## config.mk

```make
export PLATFORM = sky130hd
export DESIGN_NAME = jump_target_unit
export DESIGN_NICKNAME = d
export VERILOG_FILES = /design/src/rtl/jump_target_unit.sv
export SDC_FILE = /design/constraint.sdc
export NUM_CORES = 1
export LEC_CHECK = 0
export BUFFER_PORTS_ARGS = -buffer_cell sky130_fd_sc_hd__buf_2
export CAP_MARGIN = 20
export CORE_ASPECT_RATIO = 0.75
export CORE_MARGIN = 1.5
export CORE_UTILIZATION = 40
export CTS_CLUSTER_SIZE = 40
export DETAILED_ROUTE_END_ITERATION = 16
export GPL_ROUTABILITY_DRIVEN = 1
export PLACE_DENSITY_LB_ADDON = 0.15
export SLEW_MARGIN = 20
export SYNTH_ARGS = -nofsm -noshare
export SYNTH_HDL_FRONTEND = slang
export SYNTH_SLANG_ARGS = --single-unit
```

## constraint.sdc

```tcl
create_clock -name clock -period 7.5 [get_ports clock]
set_clock_uncertainty 0.1 [all_clocks]
set_input_delay 1.125 -clock clock [delete_from_list [all_inputs] [get_ports clock]]
set_output_delay 1.125 -clock clock [all_outputs]
set_load 0.02 [all_outputs]
```

## src/rtl/jump_target_unit.sv

```systemverilog
// jump_target_unit: computes jump/branch/register/return targets with a return-address stack
module jump_target_unit #(
  parameter int ADDR_WIDTH  = 32,
  parameter int REGION_BITS = 4,
  parameter int RAS_DEPTH   = 4
) (
  input  logic                              clock,
  input  logic                              reset,
  input  logic                              in_valid,
  output logic                              in_ready,
  input  logic [1:0]                        mode,
  input  logic                              link,
  input  logic [ADDR_WIDTH-REGION_BITS-3:0] raw_address,
  input  logic [15:0]                       branch_offset,
  input  logic [ADDR_WIDTH-1:0]             reg_address,
  input  logic [ADDR_WIDTH-1:0]             pc_plus_four,
  input  logic                              flush,
  output logic                              out_valid,
  input  logic                              out_ready,
  output logic [ADDR_WIDTH-1:0]             target,
  output logic                              misaligned,
  output logic                              ras_underflow
);
  localparam int PW = $clog2(RAS_DEPTH);
  localparam logic [PW:0] FULL = (PW + 1)'(RAS_DEPTH);
  localparam logic [1:0] M_JUMP = 2'd0, M_BRANCH = 2'd1, M_RETURN = 2'd3;
  logic [ADDR_WIDTH-1:0] ras [RAS_DEPTH];
  logic [PW-1:0]         top, wr_idx;
  logic [PW:0]           count;
  logic                  accept, empty, pop, push, underflow;
  logic [ADDR_WIDTH-1:0] offset_ext, next_target;
  assign in_ready   = !out_valid || out_ready;
  assign accept     = in_valid && in_ready && !flush;
  assign empty      = count == '0;
  assign underflow  = mode == M_RETURN && empty;
  assign pop        = accept && mode == M_RETURN && !empty;
  assign push       = accept && link;
  // A pop followed by a push in the same request lands on the slot just vacated.
  assign wr_idx     = pop ? top : top + 1'b1;
  assign offset_ext = {{(ADDR_WIDTH-18){branch_offset[15]}}, branch_offset, 2'b00};
  // Target selection for the four request modes.
  always_comb begin
    next_target = mode == M_JUMP   ? {pc_plus_four[ADDR_WIDTH-1 -: REGION_BITS], raw_address, 2'b00} :
                  mode == M_BRANCH ? pc_plus_four + offset_ext :
                  pop              ? ras[top] : reg_address;
  end
  // Stack pointer and occupancy; a full push wraps over the oldest entry.
  always_ff @(posedge clock or posedge reset) begin
    if (reset) begin
      count <= '0;
      top   <= '0;
    end else if (pop && !push) begin
      count <= count - 1'b1;
      top   <= top - 1'b1;
    end else if (push && !pop) begin
      count <= count == FULL ? count : count + 1'b1;
      top   <= top + 1'b1;
    end
  end
  // Stack storage; entries beyond count are never read so they need no reset.
  always_ff @(posedge clock) begin
    if (push) ras[wr_idx] <= pc_plus_four + ADDR_WIDTH'(4);
  end
  // Registered result with valid/ready hold and flush.
  always_ff @(posedge clock or posedge reset) begin
    if (reset) begin
      out_valid     <= 1'b0;
      target        <= '0;
      misaligned    <= 1'b0;
      ras_underflow <= 1'b0;
    end else if (flush) begin
      out_valid <= 1'b0;
    end else if (accept) begin
      out_valid     <= 1'b1;
      target        <= next_target;
      misaligned    <= |next_target[1:0];
      ras_underflow <= underflow;
    end else if (out_ready) begin
      out_valid <= 1'b0;
    end
  end
endmodule

```

==> metrics <==
status=complete, no violations; Tot GR Track Use=between 20% and 30%; crit-path max cell delay=0.82 ns; critical path class=input port to flop; synth cell count leaders=edfxtp_1 (128), nand2_1 (79), o21ai_0 (55), nor2_1 (51), a21oi_1 (45); Clk Latency, worst-skew pair=0.43 ns; Chip Width=around 180 um; max-slew violations=0; fillers=2038; RSZ-0062 raised after global routing=false; syn avg cell area=11.8 um^2; post-route ant nets=0; CTS Root Cell=clkbuf_16; # hold bufs at CTS=0; initial DRC count=slightly below 800; Critical Path Fanout Max=50; overall die area=24300 um^2; Cell Count, Final, Fillers Out=1245; Yosys warnings=0; Worst Setup End Kind=flop; CTS max path bufs=2; global-route wire length before repair=40600 um; post-synthesis sequential area ratio=51.8%; pre-CTS WS=3.35 ns; number of synthesized flops with an enable pin=about 130; CP startpoint kind=input port; Cells after Synth=793; I/O Buffers=around 150; Worst Tran Pin Value=1.05 ns; WP data required=7.45 ns; slowest cell on the critical path=nor2_4; Tcrit/Tclk final=between 40% and 50%; initial antenna violation count=1; routed length per instance=21.6 um; Netlist cell types=70; Final Wtd Congestion=roughly 0.92; area grow syn2layout=18.2%; most frequent cell after synthesis=edfxtp_1; CTS Sinks=168; row count=48; clock-pin slew on the worst setup and hold paths=0.06 ns; DRC Markers=0; Starting Density=between 40% and 50%; Hold Vio Cnt, Final=0; Inst Count DP=1212; drt via density=5.71; Lkg Pwr=0.00436 uW; Pwr Total=about 2900 uW; H-tree depth=4; Post-DP HPWL=around 20000 um; setup TNS=0 ns; Die Ht=135 um; routed vias=7113; Syn Nets=940; routed wire length=26900 um; setup bufs post-CTS=0; Core Region=23000 um^2; Max Fclk=about 270 MHz; largest area contributor in the netlist=edfxtp_1; CTS buffer count=17; Cell Chain, Critical Path=buf_2 -> nor2b_1 -> inv_1 -> nand3b_1 -> buf_4 -> nor2_2 -> nand2_2 -> xor2_1 -> nand3_1 -> nor2_4; setup ws final=3.82 ns; Hold WC Path Type=flop to flop; post-layout minimum cycle time=3.68 ns; worst hold margin=0.377 ns; largest net degree at the start of global routing=51; Yosys reg bits=around 170; share of cells above drive strength 1=26.5%; Final #Nets=about 1.1k; GRT overflow=0; top-area cell type share of the netlist area=around 41%; post-synthesis cell area=approximately 9400 um^2; TritonCTS clock tree=done; DRT Pass-1 Iters=5; CP Data Arrival Time=3.62 ns; CTS resizes=0; maximum vdd drop=0.145 mV; largest cells by area after synthesis=edfxtp_1 (41%), dfrtp_1 (11%), mux4_2 (7.7%); max cap viols=0; # IOs=150; final setup vio count=0; Post-synth ARST share=a little under a quarter; most used flip-flop cell after synthesis=edfxtp_1; vias in the first global route=6712; worst relative slew slack=a little under a third; PwrDens=262 nW/um^2
-- power breakdown --
part           internal [uW]  switching, uW  total (uW)
clock                    480            421         901
sequential              1090           63.0        1150
combinational            358            483         841
total                   1930            967        2900
-- per-layer routing --
layer | global-route usage (%) | wire, um | vias to the layer above
li1 | - | - | 3317
met1 | 34.2 | 13300 | 3503
met2 | 31.1 | 11100 | 261
met3 | 6.21 | 2080 | 32
met4 | 5.69 | 433 | 0
met5 | 0 | 0 | -
-- logic make-up after synthesis --
family	Yosys count	share of synthesized area (%)
compound gates	206	15.0
xor+xnor	52	4.87
fa+ha+maj	33	4.57
buf+inv	64	2.70
flops	168	51.8
mux	61	10.9
simple gates	209	10.2
-- through the flow --
step | utilization (%) | area (um^2)
after floorplan | - | 9360
after global placement | 45.3 | 10400
after detailed placement | 45.5 | 10500
after CTS | 48.1 | 11100
after global routing | 48.1 | 11100
final | 48.1 | 11100
-- worst max-delay path: cells and delay by family --
family / cells / cell delay (ns)
buffers and inverters: 3 / 0.64
XOR/XNOR: 1 / 0.16
AND/OR/NAND/NOR: 6 / 1.66
-- flip-flops by register name (all words and copies together), names as in the netlist --
name / count
count: 3
top: 2
misaligned: 1
ras_underflow: 1
target: 32
ras: 128
out_valid: 1
-- path summary, 6_finish.rpt --
| kind | end | slack, ns | cells after the start | from |
|---|---|---|---|---|
| worst max-delay path | ras[3][14] | 3.82 | 10 | out_ready |
| worst min-delay path | target[18] | 0.38 | 1 | target[18] |
| worst max register to register | ras[3][14] | 4.23 | 9 | out_valid |
| worst min register to register | target[18] | 0.38 | 1 | target[18] |
| max in group asynchronous | top[0] | 5.88 | 2 | reset |
| min in group asynchronous | target[23] | 0.78 | 2 | reset |
-- cells in the final DEF (no fill, tap or decap), types with 4 or more instances in the layout --
master / count
o21ai_0: 55
buf_2: 149
and3_1: 11
a31oi_1: 9
xor2_1: 17
edfxtp_1: 128
nand4_1: 14
buf_4: 6
o22ai_1: 4
inv_1: 24
clkbuf_16: 17
a22o_1: 7
o221ai_1: 6
inv_8: 5
ha_1: 31
a221oi_1: 7
o21bai_1: 5
o211ai_1: 4
a21oi_1: 44
nor3_1: 10
dfrtp_1: 39
a22oi_1: 6
nand3_1: 28
nor2_1: 47
mux4_2: 32
mux2i_1: 20
nand2_1: 79
a21o_1: 17
xnor2_1: 35
mux2_2: 9
-- final cells by class --
| cell class | instances | area, um^2 | area share (%) |
|---|---|---|---|
| Antenna cell | 1 | 2.50 | 0.0226 |
| Clock buffer | 18 | 429 | 3.88 |
| Clock inverter | 14 | 178 | 1.61 |
| Inverter | 26 | 97.6 | 0.882 |
| Multi-Input combinational cell | 561 | 4310 | 38.9 |
| Sequential cell | 168 | 4850 | 43.8 |
| Tap cell | 300 | 375 | 3.39 |
| Timing Repair Buffer | 157 | 833 | 7.53 |
(Power assumes the default switching activity.)
